$ cat config.mk
export PLATFORM = sky130hd
export DESIGN_NAME = sevenseg_scan_ctrl
export DESIGN_NICKNAME = d
export VERILOG_FILES = /design/src/rtl/sevenseg_pkg.sv /design/src/rtl/sevenseg_scan_ctrl_hex_to_7seg.sv /design/src/rtl/sevenseg_scan_ctrl.sv
export SDC_FILE = /design/constraint.sdc
export NUM_CORES = 1
export LEC_CHECK = 0
export ABC_CLOCK_PERIOD_IN_PS = 5130
export BUFFER_PORTS_ARGS = -buffer_cell sky130_fd_sc_hd__buf_2
export CORE_MARGIN = 2
export CORE_UTILIZATION = 40
export CTS_CLUSTER_DIAMETER = 30
export DETAILED_ROUTE_END_ITERATION = 10
export HOLD_SLACK_MARGIN = 0.1
export PLACE_DENSITY = 0.66
export SLEW_MARGIN = 20
export SYNTH_ARGS = -nofsm -noshare
export SYNTH_HDL_FRONTEND = slang
export SYNTH_SLANG_ARGS = --single-unit
$ cat constraint.sdc
create_clock -name clk -period 5.13 [get_ports clk]
set_input_delay 0.513 -clock clk [delete_from_list [all_inputs] [get_ports clk]]
set_output_delay 0.513 -clock clk [all_outputs]
set_load 0.005 [all_outputs]
$ cat src/rtl/sevenseg_pkg.sv
// Shared constants for the seven-segment scan controller: digit count,
// index width and the active-low segment codes (bit6 = g .. bit0 = a).
package sevenseg_pkg;

  localparam int NUM_DIGITS = 4;
  localparam int IDX_W      = 2;

  localparam logic [6:0] SEG_0     = 7'b1000000;
  localparam logic [6:0] SEG_1     = 7'b1111001;
  localparam logic [6:0] SEG_2     = 7'b0100100;
  localparam logic [6:0] SEG_3     = 7'b0110000;
  localparam logic [6:0] SEG_4     = 7'b0011001;
  localparam logic [6:0] SEG_5     = 7'b0010010;
  localparam logic [6:0] SEG_6     = 7'b0000010;
  localparam logic [6:0] SEG_7     = 7'b1111000;
  localparam logic [6:0] SEG_8     = 7'b0000000;
  localparam logic [6:0] SEG_9     = 7'b0010000;
  localparam logic [6:0] SEG_A     = 7'b0001000;
  localparam logic [6:0] SEG_B     = 7'b0000011;
  localparam logic [6:0] SEG_C     = 7'b1000110;
  localparam logic [6:0] SEG_D     = 7'b0100001;
  localparam logic [6:0] SEG_E     = 7'b0000110;
  localparam logic [6:0] SEG_F     = 7'b0001110;
  localparam logic [6:0] SEG_BLANK = 7'b1111111;

endpackage

$ cat src/rtl/sevenseg_scan_ctrl_hex_to_7seg.sv
// Combinational hex nibble to active-low seven-segment decoder with a
// blank override for leading-zero suppression.
module hex_to_7seg
  import sevenseg_pkg::*;
(
  input  logic [3:0] nib,
  input  logic       blank,
  output logic [6:0] seg
);

  logic [6:0] seg_s;

  // Nibble to segment pattern, blank wins over the nibble
  always_comb begin
    seg_s = SEG_BLANK;
    if (blank) begin
      seg_s = SEG_BLANK;
    end else begin
      case (nib)
        4'h0:    seg_s = SEG_0;
        4'h1:    seg_s = SEG_1;
        4'h2:    seg_s = SEG_2;
        4'h3:    seg_s = SEG_3;
        4'h4:    seg_s = SEG_4;
        4'h5:    seg_s = SEG_5;
        4'h6:    seg_s = SEG_6;
        4'h7:    seg_s = SEG_7;
        4'h8:    seg_s = SEG_8;
        4'h9:    seg_s = SEG_9;
        4'hA:    seg_s = SEG_A;
        4'hB:    seg_s = SEG_B;
        4'hC:    seg_s = SEG_C;
        4'hD:    seg_s = SEG_D;
        4'hE:    seg_s = SEG_E;
        4'hF:    seg_s = SEG_F;
        default: seg_s = SEG_BLANK;
      endcase
    end
  end

  assign seg = seg_s;

endmodule

$ cat src/rtl/sevenseg_scan_ctrl.sv
// Four-digit seven-segment scan controller: load/ack handshake with the new
// value committed only at the frame boundary so a digit never tears.
module sevenseg_scan_ctrl
  import sevenseg_pkg::*;
#(
  parameter int REFRESH_DIV = 100000,
  parameter bit BLANK_LZ    = 1'b1
) (
  input  logic        clk,
  input  logic        rst,
  input  logic [15:0] value,
  input  logic        load,
  output logic        ack,
  output logic        pending,
  output logic        frame_done,
  output logic [6:0]  SevenSegout,
  output logic [3:0]  en
);

  localparam int                DIV_W    = (REFRESH_DIV > 2) ? $clog2(REFRESH_DIV) : 1;
  localparam logic [DIV_W-1:0]  DIV_LAST = DIV_W'(REFRESH_DIV - 1);
  localparam logic [IDX_W-1:0]  IDX_LAST = IDX_W'(NUM_DIGITS - 1);

  logic [DIV_W-1:0] div_r;
  logic [IDX_W-1:0] idx_r;
  logic [15:0]      disp_r;
  logic [15:0]      pval_r;
  logic             pend_r;
  logic             ack_r;
  logic             fd_r;

  logic             tick_s;
  logic             boundary_s;
  logic             commit_s;
  logic [3:0]       nib_s;
  logic             lz_s;
  logic             blank_s;

  assign tick_s     = (div_r == DIV_LAST);
  assign boundary_s = tick_s && (idx_r == IDX_LAST);
  assign commit_s   = boundary_s && pend_r;

  // Divider, scan index, pending slot and display register
  always_ff @(posedge clk) begin
    if (rst) begin
      div_r  <= '0;
      idx_r  <= '0;
      disp_r <= 16'h0000;
      pval_r <= 16'h0000;
      pend_r <= 1'b0;
      ack_r  <= 1'b0;
      fd_r   <= 1'b0;
    end else begin
      div_r  <= tick_s ? '0 : div_r + DIV_W'(1);
      idx_r  <= tick_s ? idx_r + IDX_W'(1) : idx_r;
      fd_r   <= boundary_s;
      ack_r  <= commit_s;
      if (commit_s) begin
        disp_r <= pval_r;
      end
      // A load on the commit edge re-arms pending with the new value after the old one commits
      if (load) begin
        pval_r <= value;
        pend_r <= 1'b1;
      end else if (commit_s) begin
        pend_r <= 1'b0;
      end
    end
  end

  assign nib_s = disp_r[{idx_r, 2'b00} +: 4];

  // Digit is a leading zero when it and every more significant nibble are zero
  always_comb begin
    lz_s = 1'b0;
    case (idx_r)
      2'd1:    lz_s = (disp_r[15:4]  == 12'h000);
      2'd2:    lz_s = (disp_r[15:8]  == 8'h00);
      2'd3:    lz_s = (disp_r[15:12] == 4'h0);
      default: lz_s = 1'b0;
    endcase
  end

  assign blank_s = BLANK_LZ && lz_s;

  hex_to_7seg u_dec (
    .nib   (nib_s),
    .blank (blank_s),
    .seg   (SevenSegout)
  );

  assign en         = ~(4'b0001 << idx_r);
  assign ack        = ack_r;
  assign pending    = pend_r;
  assign frame_done = fd_r;

endmodule

# Word-level counts from Yosys, hierarchy flattened
# Memories as Yosys holds them, arrays and structs flattened.
# Cells that the tools add are included.
# totals
regBits	54
latchBits	0
mem_bits_rw	0
romBits	112
input_bits	19
out_inout_bits	14
elab_cells	28
memories	1
# classes
addsub	2
mul	0
div	0
order_cmp	0
n_eq_ne	4
n_shift	2
n_mux	4
bitwise_logic	1
n_reduce_logical	7
# mem_list
memory	words	word_bits	rd	rd_clocked_by_memory_dff	wr	line_no	source
(no name shown)	16	7	1	0	0	sevenseg_scan_ctrl_hex_to_7seg.sv:19	case (nib)
# ops
operator	count
17-bit by 1-bit adder with 17-bit output (second input constant)	1
17-bit == test (second input constant)	1
16-bit by 5-bit variable part select with 4-bit output	1
12-bit zero test	1
8-bit zero test	1
7-bit 2-to-1 mux	1
2-bit == test (second input constant)	2
4-bit zero test	1
4-bit inverter	1
1-bit by 2-bit << shifter with 4-bit output (first input constant)	1
1-bit one-hot mux with 3 select lines	1
2-bit by 1-bit adder with 2-bit output (second input constant)	1
2-bit by 1-bit == test with 1-bit output (second input constant)	1
1-bit logical AND	2
1-bit 2-to-1 mux	2
2-bit nonzero test	1
2-bit OR reduction	1

# Longest topological paths before layout
# Gate-level depths: netlist (run 1).
# depth
depth_word	5
ltp_mapped	8
ltp_nobuf	7

# By module
# Synthesis (run 1) repeated with hierarchy kept, for this count alone.
# hier_totals
cells_unflattened	295
hier_area_um2	2721.4
# by_module_without_submodules
module	n_inst	cells_per_inst	area_per_inst_um2	seq_area_each_um2
sevenseg_scan_ctrl	1	260	2431.1	1081.0
hex_to_7seg	1	35	290.3	0.0

# Worst setup path before layout (run 1)
# Ideal clock, no wire load.
# synth_timing
path_kind	register to output
from	register idx_r[0]
to	output port SevenSegout[0]
t_arrival_ns	1.994
required_ns	4.617
setup_slack_ns	2.623
stages_incl_launch_ff	9
path_buffers	1
cell_sequence	dfxtp_1 buf_6 mux4_1 inv_1 ha_1 nor2_1 nand3_1 o31ai_1 o41ai_1
# synth_via
elab_chain_len	3
word_cells_on_any_way	7
cone_classes	3 x eq/ne; 1 x shift; 2 x mux; 1 x memory
# synth_rtl
item	line_no	source
start: declaration	sevenseg_scan_ctrl.sv:25	logic [IDX_W-1:0] idx_r;
start signal: assignment	sevenseg_scan_ctrl.sv:55	idx_r <= tick_s ? idx_r + IDX_W'(1) : idx_r;
16-bit by 5-bit variable part select with 4-bit output (tied with other cells)	sevenseg_scan_ctrl.sv:71	assign nib_s = disp_r[{idx_r, 2'b00} +: 4];
memory 16 x 7 bit / 1-bit one-hot mux with 3 select lines (equally long branches)	--	
7-bit 2-to-1 mux *	sevenseg_scan_ctrl_hex_to_7seg.sv:16	if (blank) begin
end: declaration	sevenseg_scan_ctrl.sv:16	output logic [6:0] SevenSegout,
# Every way passes the cells marked *; elsewhere a longest branch is shown, timed or not.

# Worst setup path after layout (run 1)
# Ends and elaborated chain as after synthesis.

==> results of run 1 <==
flip-flops by register name, indices dropped and copies added (netlist names):
name        count
ack             1
disp_r         16
div_r          17
frame_done      1
idx_r           2
pending         1
pval_r         16
logic make-up after synthesis:
logic type	count (synthesis)	share of synthesized area
compound gates	57	0.122
fa+ha+maj	12	0.0548
simple gates	100	0.197
mux	29	0.129
buf+inv	33	0.0548
xor+xnor	15	0.0480
flops	54	0.395
how the worst max path moves through the flow:
stage                  start              to  slack [ps]  cells past startpoint
floorplan           idx_r[0]  SevenSegout[0]        2620                      8
global route        idx_r[0]  SevenSegout[0]        1660                      8
CTS                 idx_r[0]  SevenSegout[0]        1870                      8
finish              idx_r[0]  SevenSegout[0]        1890                      8
detailed placement  idx_r[0]  SevenSegout[0]        2220                      8
global placement    idx_r[0]  SevenSegout[0]        2330                      8
cell type report:
| class | count | area share |
|---|---|---|
| clock inverter | 2 | 0.00543 |
| sequential | 54 | 0.361 |
| timing repair buffer | 32 | 0.0534 |
| tap | 80 | 0.0334 |
| clock buffer | 6 | 0.0276 |
| multi-input combinational | 213 | 0.503 |
| inverter | 13 | 0.0163 |
cell usage after synthesis, types with 2 or more instances:
master                     instances
sky130_fd_sc_hd__o31ai_1           3
sky130_fd_sc_hd__nor4_1            4
sky130_fd_sc_hd__buf_2             6
sky130_fd_sc_hd__nand3_1           5
sky130_fd_sc_hd__a21oi_1          22
sky130_fd_sc_hd__o211ai_1          4
sky130_fd_sc_hd__mux4_1            2
sky130_fd_sc_hd__and3_1            3
sky130_fd_sc_hd__nand2_1          14
sky130_fd_sc_hd__mux2_2            5
sky130_fd_sc_hd__and4_1            2
sky130_fd_sc_hd__nand2b_1          2
sky130_fd_sc_hd__inv_1            13
sky130_fd_sc_hd__or3_1             2
sky130_fd_sc_hd__buf_1             2
sky130_fd_sc_hd__or4_1             4
sky130_fd_sc_hd__clkbuf_1          9
sky130_fd_sc_hd__nor3_1            2
sky130_fd_sc_hd__o21ai_0          21
sky130_fd_sc_hd__xor2_1           13
sky130_fd_sc_hd__buf_6             2
sky130_fd_sc_hd__nand4_1          22
sky130_fd_sc_hd__xnor2_1           2
sky130_fd_sc_hd__dfxtp_1          54
sky130_fd_sc_hd__nor2_1           33
sky130_fd_sc_hd__ha_1             12
sky130_fd_sc_hd__mux2i_1          20
sky130_fd_sc_hd__mux4_2            2
critical path, delay by kind of cell, from the launching register on:
| family | cells | cell delay [ps] |
|---|---|---|
| multiplexers | 1 | 720 |
| flip-flops | 1 | 640 |
| AO/OA/AOI/OAI | 2 | 370 |
| buffers and inverters | 2 | 340 |
| adder cells (fa/ha/maj) | 1 | 210 |
| AND/OR/NAND/NOR | 2 | 140 |
power by group through the flow:
stage               clock network (mW)  logic (mW)  registers (mW)
finish                           0.250      0.0339           0.437
global route                     0.272      0.0383           0.439
CTS                              0.259      0.0343           0.437
detailed placement                   0      0.0341           0.447
global placement                     0      0.0338           0.447
floorplan                            0      0.0257           0.443
metal layers:
metal | routed length (um) | up-vias
li1 | - | 1111
met1 | 2640 | 1016
met2 | 2720 | 24
met3 | 130 | 6
met4 | 40 | 0
met5 | 0 | -
stage by stage:
| step | cell area, um^2 | cells | setup WS (ps) | power [mW] | utilization |
|---|---|---|---|---|---|
| floorplan | 2740 | 300 | 2620 | 0.468 | - |
| CTS | 3000 | 400 | 1870 | 0.731 | 0.446 |
| global placement | 2900 | 392 | 2330 | 0.480 | 0.431 |
| finish | 3000 | 400 | 1890 | 0.722 | 0.446 |
| global route | 3000 | 400 | 1660 | 0.749 | 0.446 |
| detailed placement | 2900 | 392 | 2220 | 0.481 | 0.431 |
cell usage in the layout (no fill, tap or decap), drive strengths merged, types with 3 or more instances in the layout:
cell and n:
ha 12, clkbuf 6, nand2 14, inv 14, buf 32, a21oi 22
nor2 33, xor2 13, nor4 4, and3 3, mux2 5, nand4 23
o31ai 3, mux4 4, nand3 5, or4 4, mux2i 20, o211ai 4
dfxtp 54, o21ai 21
==> results summary, run 1 <==
For this run, asynchronously set or reset flops after synthesis account for 0. The combined global-route utilization of all metal layers is 0.153. For the finished layout, the period the worst path requires is 3240 ps. In this run the horizontal extent of the chip is between 80 and 90 um. The per-cell via count in the routed design came out at approximately 5.4. The layout cell share with drive strength beyond 1 came out at 0.163.

The worst endpoint required time is around 4600 ps. The clock slew seen by the registers of the worst setup and hold paths came out at ~100 ps. The worst hold path terminates at pval_r[9]. The worst reg-to-reg path cell count is 5. The number of distinct library cell variants in the gate-level netlist after synthesis came out at 43. STA classifies the critical path startpoint as a flip-flop. After detailed routing, the total wire length is ~5500 um. The maximum cell stage delay along the critical path came out at between 700 and 800 ps. The pin count of the biggest net entering global routing is 41.

The internal power contribution is 0.556 mW. The number of global-route vias before repair is slightly below 2k. The fill cell instance count of the final layout came out at 668. The detailed router placed between 2k and 2.5k vias in this run. The number of hold-slack violations in the final timing report is 0.

In this run the critical register-to-register path is launched from div_r[0]. The port buffer count is 32. The top-level port count came out at 33. The classification of the worst-slack hold path is in -> reg. The number of diodes came out at 0. In this run the most critical hold path is launched from value[9].

The instance count of the mapped netlist came out at 300. The count of routing violations after the opening detailed-route iteration came out at between 150 and 200. The max-slew violation count was 0. The kind of end point of the critical path is a primary output. The post-detailed-placement half-perimeter wirelength is ~3900 um. The met2 track utilization from global routing is 0.262. The largest clock skew in the final design is roughly 13 ps. The initial core utilization came out at 0.408. The leakage power is 1.20 nW. Power spread over the standard cell area amounts to 241 mW/mm^2. The slowest stage of the critical path belongs to the cell sky130_fd_sc_hd__mux4_1. The core region is 0.00672 mm^2. The flow ran to the end, and the final reports show no timing, DRC or antenna violations. The register area is 0.00108 mm^2.

The share of total power consumed by net switching came out at 0.230. The first-pass GRT wire length is 9250 um. The number of levels in the clock H-tree is 2.

Across the VDD grid, the largest voltage drop is around 130 uV. The insertion delay to the later sink of the worst-skew pair is ~310 ps. The number of clock sinks is 54. Final hold analysis gives a worst-case slack of around 430 ps. The number of endpoints failing setup at the final stage came out at 0. The number of buffers inserted to repair setup after CTS is 0. The number of nets in the finished design is 350.

The combined area of all synthesized cells is roughly 0.0027 mm^2. The largest total area in the synthesized netlist belongs to sky130_fd_sc_hd__dfxtp_1. Setup repair after global routing left no endpoint under its margin. Headroom to the max-slew limit came out at 0.522.

The routed length per placed instance is 13.8 um. Ranked by total cell area, the synthesized netlist is headed by sky130_fd_sc_hd__dfxtp_1 (39%), sky130_fd_sc_hd__mux2i_1 (7.3%), sky130_fd_sc_hd__ha_1 (5.5%). The area enclosed by the die boundary came out at around 0.0075 mm^2. The number of antenna violations at the first check in global routing came to 0. The clock share of power came out at 0.347. Hold repair after CTS inserted 0 buffers.

Counting the buffers created by CTS gives 5. The synthesized flop and latch total is 54. The critical path is of the reg -> out type. The worst-case register-to-register setup slack is around 2600 ps.

The area of the multi-input gates came out at roughly 0.0015 mm^2. The total negative setup slack came out at 0 ps. The end of the worst register-to-register path is div_r[14]. In the synthesized netlist the dominant register cell turns out to be sky130_fd_sc_hd__dfxtp_1. The portion of the post-synthesis area used by sequential elements is 0.395. The post-synthesis net count is 331.

At the end of routability-driven placement, the weighted congestion stood at about 0.86. The total grt overflow is 0. TritonCTS built the clock tree. The share of total power dissipated in combinational logic is 0.047.

After detailed routing, the number of remaining DRC violations is 0. The cell at the root of the clock tree is sky130_fd_sc_hd__clkbuf_8. For the pin with the worst max-slew slack, the measured transition is between 700 and 800 ps. The synthesized design contains 0 enable-type register cells. The number of stages on the worst hold path came out at 3.

For met3 alone, demand over resource in global routing was 0.0305. The top achievable clock speed came out at 308 MHz. The number of buffers between clock root and the deepest sink came out at 2. Compared with the post-synthesis result, the final layout area differs by 9.41%. Measured along the y axis, the die boundary spans about 87 um. The number of detailed-route iterations in the first pass is 4. The sequential fraction of design power is 0.606. The quantity of gates resized following cts came out at 0. Of the post-synthesis cell area, the dominant cell type holds 0.395.

The net switching component of the power came out at about 0.17 mW. The global routing stage identified its most utilized layer as met2. The mean area per synthesized cell came out at 9.13 um^2. The met1 track demand over resource in global routing came out at 0.197.

The cell row count is 30. The number of routed nets with antenna violations came out at 0. The number of warnings printed during yosys synthesis came out at 0. The signal arrival time at the worst endpoint is approximately 2700 ps. The maximum fanout count along the critical path is 11. The number of max-capacitance violations reported came out at 0. The critical path goes through mux4_1, inv_1, ha_1, nor2_1, nand3_1, o31ai_1, o41ai_1, buf_2. The post-route fraction of the period consumed by the critical path is 0.632.
No activity file was read; power rests on OpenSTA's default activity.
==> inputs of run 2 (changes only) <==
- ABC_CLOCK_PERIOD_IN_PS: 5130 -> 3240
- clock period: 5.13 -> 3.24 ns (I/O delays scaled with it)
==> run 2 against run 1 <==
Effect of this change: critical path depth stayed put; final cell count grew 1.0%; non-clock buffer count up 4; critical endpoint unchanged.
==> results summary, run 2 (synthesis results as in run 1) <==
The classification of the worst-slack hold path is in -> reg. The power per cell area came out at 398 mW/mm^2 (+65%). The layout cell share with drive strength beyond 1 came to 0.176 (+0.0134). The total power consumption of the routed design is 1.21 mW (+68%).

The signal arrival time at the worst endpoint came out at 2530 ps (-200 ps). The number of endpoints failing setup at the final stage came out at 0 (unchanged). The total placed instance area came out at 0.00293 mm^2 (+1.0%). The number of detailed-route iterations in the first pass is 4 (unchanged).

The worst slew slack as a fraction of its limit came to 0.544 (+0.0221). The post-detailed-placement half-perimeter wirelength is 4000 um (+1.6%). In this run the critical register-to-register path is launched from div_r[0].

The number of antenna violations at the first check in global routing is 0 (unchanged). The number of diodes came out at 0 (unchanged). The worst-case register-to-register setup slack came out at 1280 ps (-1340 ps). The register area came to 0.00108 mm^2 (+0.12%). The total negative setup slack came to 0 ps (unchanged).

The cell sitting at the root of the clock tree is a sky130_fd_sc_hd__clkbuf_8. The area growth from synthesis to layout is 11.2%. The aggregate routed wire length came out at 5590 um (+1.1%). The weighted congestion reported at the end of routability-driven placement came to 0.864 (+0.93%). The final instance count without filler cells was 404 (+1.0%). The placeable core region is 0.00672 mm^2 (unchanged).

The clock slew seen by the registers of the worst setup and hold paths is 100 ps (about the same). The library cell used most frequently in the layout, excluding fill and tap cells, is sky130_fd_sc_hd__dfxtp_1. The number of clock sinks came out at 54 (unchanged). The largest clock skew in the final design is 7.93 ps (-4.61 ps). The number of nets in the finished design was 354 (+1.1%). The routed length per placed instance came out at 13.8 um (+0.12%). The worst reg-to-reg path cell count came out at 5 (unchanged).

The number of global-route vias before repair is 2013 (+3.0%). The number of CTS-inserted buffers was 5 (unchanged). The residual DRC count came out at 0 (unchanged).

In the final layout, the registers with the most flip-flops are div_r (17), disp_r (16), pval_r (16). The insertion delay to the later sink of the worst-skew pair is 310 ps (about the same). The fill cell instance count of the final layout was 682 (+2.1%). STA classifies the critical path startpoint as a flip-flop. The post-route fraction of the period consumed by the critical path came out at 0.882. The number of buffers inserted to repair setup after CTS is 0 (unchanged). The total grt overflow came to 0 (unchanged).

The flow ran to the end, and the final reports show no timing, DRC or antenna violations. The area of the multi-input gates came out at 0.00151 mm^2 (unchanged). The maximum fanout count along the critical path came out at 11 (unchanged). The port buffer count came out at 32 (unchanged). The horizontal die dimension came to 86.7 um (unchanged). The worst hold path terminates at pval_r[8]. The cell count after placement is 396 (+1.0%). The height of the die came out at 86.7 um (unchanged). The pin count of the biggest net entering global routing was 41 (unchanged). The leakage power is 1.23 nW (+2.6%). For the finished layout, the period the worst path requires is 2860 ps. The number of max-capacitance violations reported came out at 0 (unchanged). The worst hold path begins at value[8].

STA classifies the critical path endpoint as a primary output. The actual transition at the worst max-transition pin came to 684 ps (-30.9 ps). The worst-case vdd ir drop is 146 uV (+10%). The top-level port count is 33 (unchanged). The number of routed nets with antenna violations came out at 0 (unchanged).

The final cell utilization of the core is 0.453 (+0.00726). Setup repair after global routing left no endpoint under its margin. The worst endpoint required time is 2920 ps (-1700 ps). The cell row count came out at 30 (unchanged). The total vias in the final route is 2203 (+2.1%). The endpoint identified for the worst register-to-register timing path is ack. The number of levels in the clock H-tree is 2 (unchanged). The initial core utilization came out at 0.408 (unchanged). The per-cell via count in the routed design came to 5.45 (+1.1%). Timing would allow up to 350 MHz. The first-pass GRT wire length is 9420 um (+1.9%). The number of stages on the worst hold path is 3 (unchanged). TritonCTS built the clock tree. The library cells used most frequently in the layout, excluding fill and tap cells, are sky130_fd_sc_hd__dfxtp_1 (53), sky130_fd_sc_hd__nor2_1 (33), sky130_fd_sc_hd__buf_2 (32). The number of hold-slack violations in the final timing report was 0 (unchanged). The max-slew violation count is 0 (unchanged).

The worst setup path is of the reg -> out kind. More flip-flops sit in one register than any other, and that register is div_r. The combined global-route utilization of all metal layers is 0.156 (+0.00348).

The area enclosed by the die boundary was 0.00752 mm^2 (unchanged). The count of routing violations after the opening detailed-route iteration came to 105 (-34%). The final instance area is 0.00305 mm^2 (+1.6%). The number of buffers between clock root and the deepest sink is 2 (unchanged). The flip-flop count of the largest register, all copies and words added is 17 (unchanged).
## run 2: report_power, final
group | total, mW | internal, mW | switching, mW
Clock | 0.465 | 0.236 | 0.229
Sequential | 0.688 | 0.679 | 0.00875
Combinational | 0.0606 | 0.0265 | 0.0340
## run 2: repair_timing
item | in CTS | in global routing
setup endpoints to repair | 0 | 1
hold buffers | 0 | 0
resized for setup | 0 | 1
## run 2: metal layers
| layer | GRT usage | routed length, um | share of wire | vias to the layer above |
|---|---|---|---|---|
| li1 | - | - | - | 1116 |
| met1 | 0.199 | 2530 | 0.45 | 1047 |
| met2 | 0.264 | 2780 | 0.50 | 34 |
| met3 | 0.0362 | 217 | 0.039 | 6 |
| met4 | 0.0455 | 61 | 0.011 | 0 |
| met5 | 0 | 0 | 0 | - |
## run 2: critical path, stage by stage, from the launching register on
cell and delay (ps):
sky130_fd_sc_hd__dfxtp_2 500, sky130_fd_sc_hd__mux4_1 700, sky130_fd_sc_hd__inv_1 170, sky130_fd_sc_hd__ha_1 210, sky130_fd_sc_hd__nor2_1 50, sky130_fd_sc_hd__nand3_1 90, sky130_fd_sc_hd__o31ai_1 70, sky130_fd_sc_hd__o41ai_1 290
sky130_fd_sc_hd__buf_2 160
## run 2: how the worst max path moves through the flow
stage                         from              to  slack (ps)  cells past startpoint
after floorplan           idx_r[0]  SevenSegout[0]         920                      8
after global placement    idx_r[0]  SevenSegout[0]         640                      8
after detailed placement  idx_r[0]  SevenSegout[0]         570                      8
after CTS                 idx_r[0]  SevenSegout[0]         200                      8
after global routing      idx_r[0]  SevenSegout[0]         130                      8
final                     idx_r[0]  SevenSegout[0]         380                      8
## run 2: area by class of cell
class                      count  share of cell area
multi-input combinational    213               0.495
inverter                      13              0.0160
sequential                    54               0.355
clock inverter                 3              0.0156
clock buffer                   5              0.0226
timing repair buffer          36              0.0624
tap                           80              0.0329
## run 2: through the flow
stage          hold slack, ps  setup slack, ps
3_5_place_dp              438              569
6_report                  240              383
3_3_place_gp              425              635
5_1_grt                   231              126
2_1_floorplan             413              922
4_1_cts                   233              201
==> inputs of run 3 (changes only) <==
- CORE_UTILIZATION: 40 -> 34
- PLACE_DENSITY: 0.66 -> 0.59
==> run 3 against run 2 <==
Effect of this change: via count increased by 0.32%; flip-flop and latch count unchanged; clock power decreased by 14%; first-iteration DRC count is 11% lower; count of clock-buffer cells in the layout did not move; critical endpoint unchanged; largest power group unchanged; highest routed layer unchanged.
==> results summary, run 3 (synthesis results as in run 1) <==
The run finished with clean final reports. The total grt overflow came out at 0 (unchanged). The combined global-route utilization of all metal layers is 0.142 (-0.0139). The worst-case register-to-register setup slack came out at 1170 ps (-110 ps).

The maximum fanout count along the critical path came out at 11 (unchanged). The post-detailed-placement half-perimeter wirelength came out at 4170 um (+4.2%). The path class of the tightest hold or removal check is in -> reg. The number of stages on the worst hold path came out at 3 (unchanged). The number of routed nets with antenna violations came out at 0 (unchanged).

The signal on the critical path passes through mux4_1, inv_1, ha_1, nor2_1, nand3_1, o31ai_1, o41ai_1, buf_2. The aggregate routed wire length is 5850 um (+4.6%). The number of levels in the clock H-tree came to 2 (unchanged). The pin count of the biggest net entering global routing came out at 41 (unchanged). STA classifies the critical path endpoint as a primary output. The fill cell instance count of the final layout came out at 815 (+20%). The layout cell share with drive strength beyond 1 is 0.176 (unchanged). The first-pass GRT wire length came to 10100 um (+7.2%). The total negative setup slack came out at 0 ps (unchanged). The max-slew violation count came out at 0 (unchanged).

The number of antenna violations at the first check in global routing is 0 (unchanged). STA classifies the critical path startpoint as a flip-flop. The worst slew slack as a fraction of its limit came out at 0.496 (-0.0485).

The port buffer count was 32 (unchanged). The number of CTS-inserted buffers came out at 5 (unchanged). The cell depth of the worst setup path came out at 8 (unchanged).

The count of routing violations after the opening detailed-route iteration came out at 93 (-11%). The power per cell area came out at 377 mW/mm^2 (-5.5%). The buffers plus inverters on the worst setup path is 2 (unchanged).

The signal arrival time at the worst endpoint is 2570 ps (+40 ps). The worst hold path begins at value[12]. The met1 track demand over resource in global routing was 0.181 (-0.0176). The end of the worst register-to-register path is disp_r[3]. The endpoint of the worst hold-timing path is pval_r[12]. The placeable core region is 0.00777 mm^2 (+16%). Setup repair after global routing left no endpoint under its margin. The worst reg-to-reg path cell count is 5 (unchanged). The number of global-route vias before repair was 2157 (+7.2%). The height of the die was 93.8 um (+8.1%).

The largest clock skew in the final design came out at 18.0 ps (+10.0 ps). The number of buffers inserted by hold repair at cts is 0 (unchanged). The weighted congestion reported at the end of routability-driven placement was 0.810 (-6.3%).

The maximum cell stage delay along the critical path came to 700 ps (about the same). The number of detailed-route iterations in the first pass is 4 (unchanged). The cell row count came out at 32 (+6.7%). In this design, the largest share of critical-path delay is due to multiplexers.

The total vias in the final route is 2210 (+0.32%). The final critical delay including setup and external delays was 2900 ps (+39.4 ps). The post-route fraction of the period consumed by the critical path is 0.894 (+0.0122). The top-level port count came to 33 (unchanged). The flip-flop count of the largest register, all copies and words added was 17 (unchanged). The worst endpoint required time was 2920 ps (about the same). The final instance area came to 0.00305 mm^2 (+0.29%). The most utilized layer in the global route result is met2.

The area growth from synthesis to layout is 11.5%. The worst setup slack before clock tree synthesis came to 541 ps (-28.7 ps). The number of max-capacitance violations reported is 0 (unchanged). The leakage power came to 1.22 nW (-0.72%).

The met3 track demand over resource in global routing is 0.0289 (-0.00730). The number of endpoints failing setup at the final stage was 0 (unchanged). The area enclosed by the die boundary came out at 0.00879 mm^2 (+17%).

The number of hold-slack violations in the final timing report was 0 (unchanged). The actual transition at the worst max-transition pin is 756 ps (+72.7 ps). The largest individual stage delay along the critical path comes from the cell sky130_fd_sc_hd__mux4_1. The residual DRC count came out at 0 (unchanged). The worst register-to-register path begins at div_r[0].

Leaving out fill and tap cells, the most frequent cells in the layout are sky130_fd_sc_hd__dfxtp_1 (53), sky130_fd_sc_hd__nor2_1 (33), sky130_fd_sc_hd__buf_2 (32). The top achievable clock speed is 345 MHz (-1.4%). Leaving out fill and tap cells, the most frequent cell in the layout is sky130_fd_sc_hd__dfxtp_1. The per-cell via count in the routed design is 5.19 (-4.9%). The met2 track utilization from global routing is 0.243 (-0.0208). The final worst setup slack is 344 ps (-39.4 ps). The worst setup path is of the reg -> out kind. The number of clock sinks came out at 54 (unchanged). The number of buffers inserted to repair setup after CTS is 0 (unchanged). The routed length per placed instance came out at 13.7 um (-0.84%). The insertion delay to the later sink of the worst-skew pair came to 320 ps (about the same). The clock slew seen by the registers of the worst setup and hold paths is 110 ps (about the same).

TritonCTS built the clock tree. Clock tree synthesis selected as its root buffer the cell sky130_fd_sc_hd__clkbuf_8. The number of buffers between clock root and the deepest sink is 2 (unchanged).

The horizontal die dimension came out at 93.8 um (+8.1%). The quantity of gates resized following cts is 0 (unchanged). The worst-case vdd ir drop is 187 uV (+28%). The initial core utilization came out at 0.353 (-0.0550).

In the final layout, the registers with the most flip-flops are div_r (17), disp_r (16), pval_r (16). The total placed instance area is 0.00296 mm^2 (+0.94%). The number of nets in the finished design is 354 (unchanged). The number of diodes came out at 0 (unchanged).

Ranked by flip-flop count, first place goes to div_r.
## run 3: cell types whose count changed in the layout (fill, tap and decap cells not counted)
| cell | delta |
|---|---|
| sky130_fd_sc_hd__inv_8 | +1 |
| sky130_fd_sc_hd__bufinv_16 | -1 |
| sky130_fd_sc_hd__clkinv_4 | +2 |
| sky130_fd_sc_hd__inv_6 | -2 |
## run 3: worst min-delay path, delay by kind of cell
kind / cells / cell delay [ps]
simple gates: 1 / 70
buf+inv: 1 / 70
mux: 1 / 50
## run 3: final cells by class
class / count / area (um^2) / area share
sequential: 54 / 1080 / 0.354
timing repair buffer: 36 / 190 / 0.0623
clock buffer: 5 / 68.8 / 0.0225
tap: 102 / 128 / 0.0418
clock inverter: 3 / 28.8 / 0.00942
multi-input combinational: 213 / 1510 / 0.494
inverter: 13 / 48.8 / 0.0160
## run 3: how the worst max path moves through the flow
| stage | startpoint | endpoint | slack [ps] |
|---|---|---|---|
| 3_3_place_gp | idx_r[0] | SevenSegout[0] | 630 |
| 4_1_cts | idx_r[0] | SevenSegout[0] | 170 |
| 2_1_floorplan | idx_r[0] | SevenSegout[0] | 920 |
| 6_report | idx_r[0] | SevenSegout[0] | 340 |
| 3_5_place_dp | idx_r[0] | SevenSegout[0] | 540 |
| 5_1_grt | idx_r[0] | SevenSegout[0] | 160 |
## run 3: stage by stage
| step | hold WS (ps) | std cells | power (mW) | util |
|---|---|---|---|---|
| floorplan | 413 | 300 | 0.742 | - |
| finish | 229 | 426 | 1.15 | 0.393 |
| global route | 248 | 426 | 1.19 | 0.393 |
| detailed placement | 433 | 418 | 0.765 | 0.380 |
| CTS | 229 | 426 | 1.17 | 0.393 |
| global placement | 423 | 418 | 0.764 | 0.380 |
## run 3: layer usage
metal | part of all wire | up-vias | wire length (um)
li1 | - | 1124 | -
met1 | 0.47 | 1049 | 2770
met2 | 0.48 | 30 | 2810
met3 | 0.031 | 7 | 182
met4 | 0.015 | 0 | 88
met5 | 0 | - | 0
## run 3: power by group
group          internal (mW)  switching (mW)  total [mW]
clock                  0.161           0.241       0.402
combinational         0.0265          0.0341      0.0606
sequential             0.679         0.00861       0.688
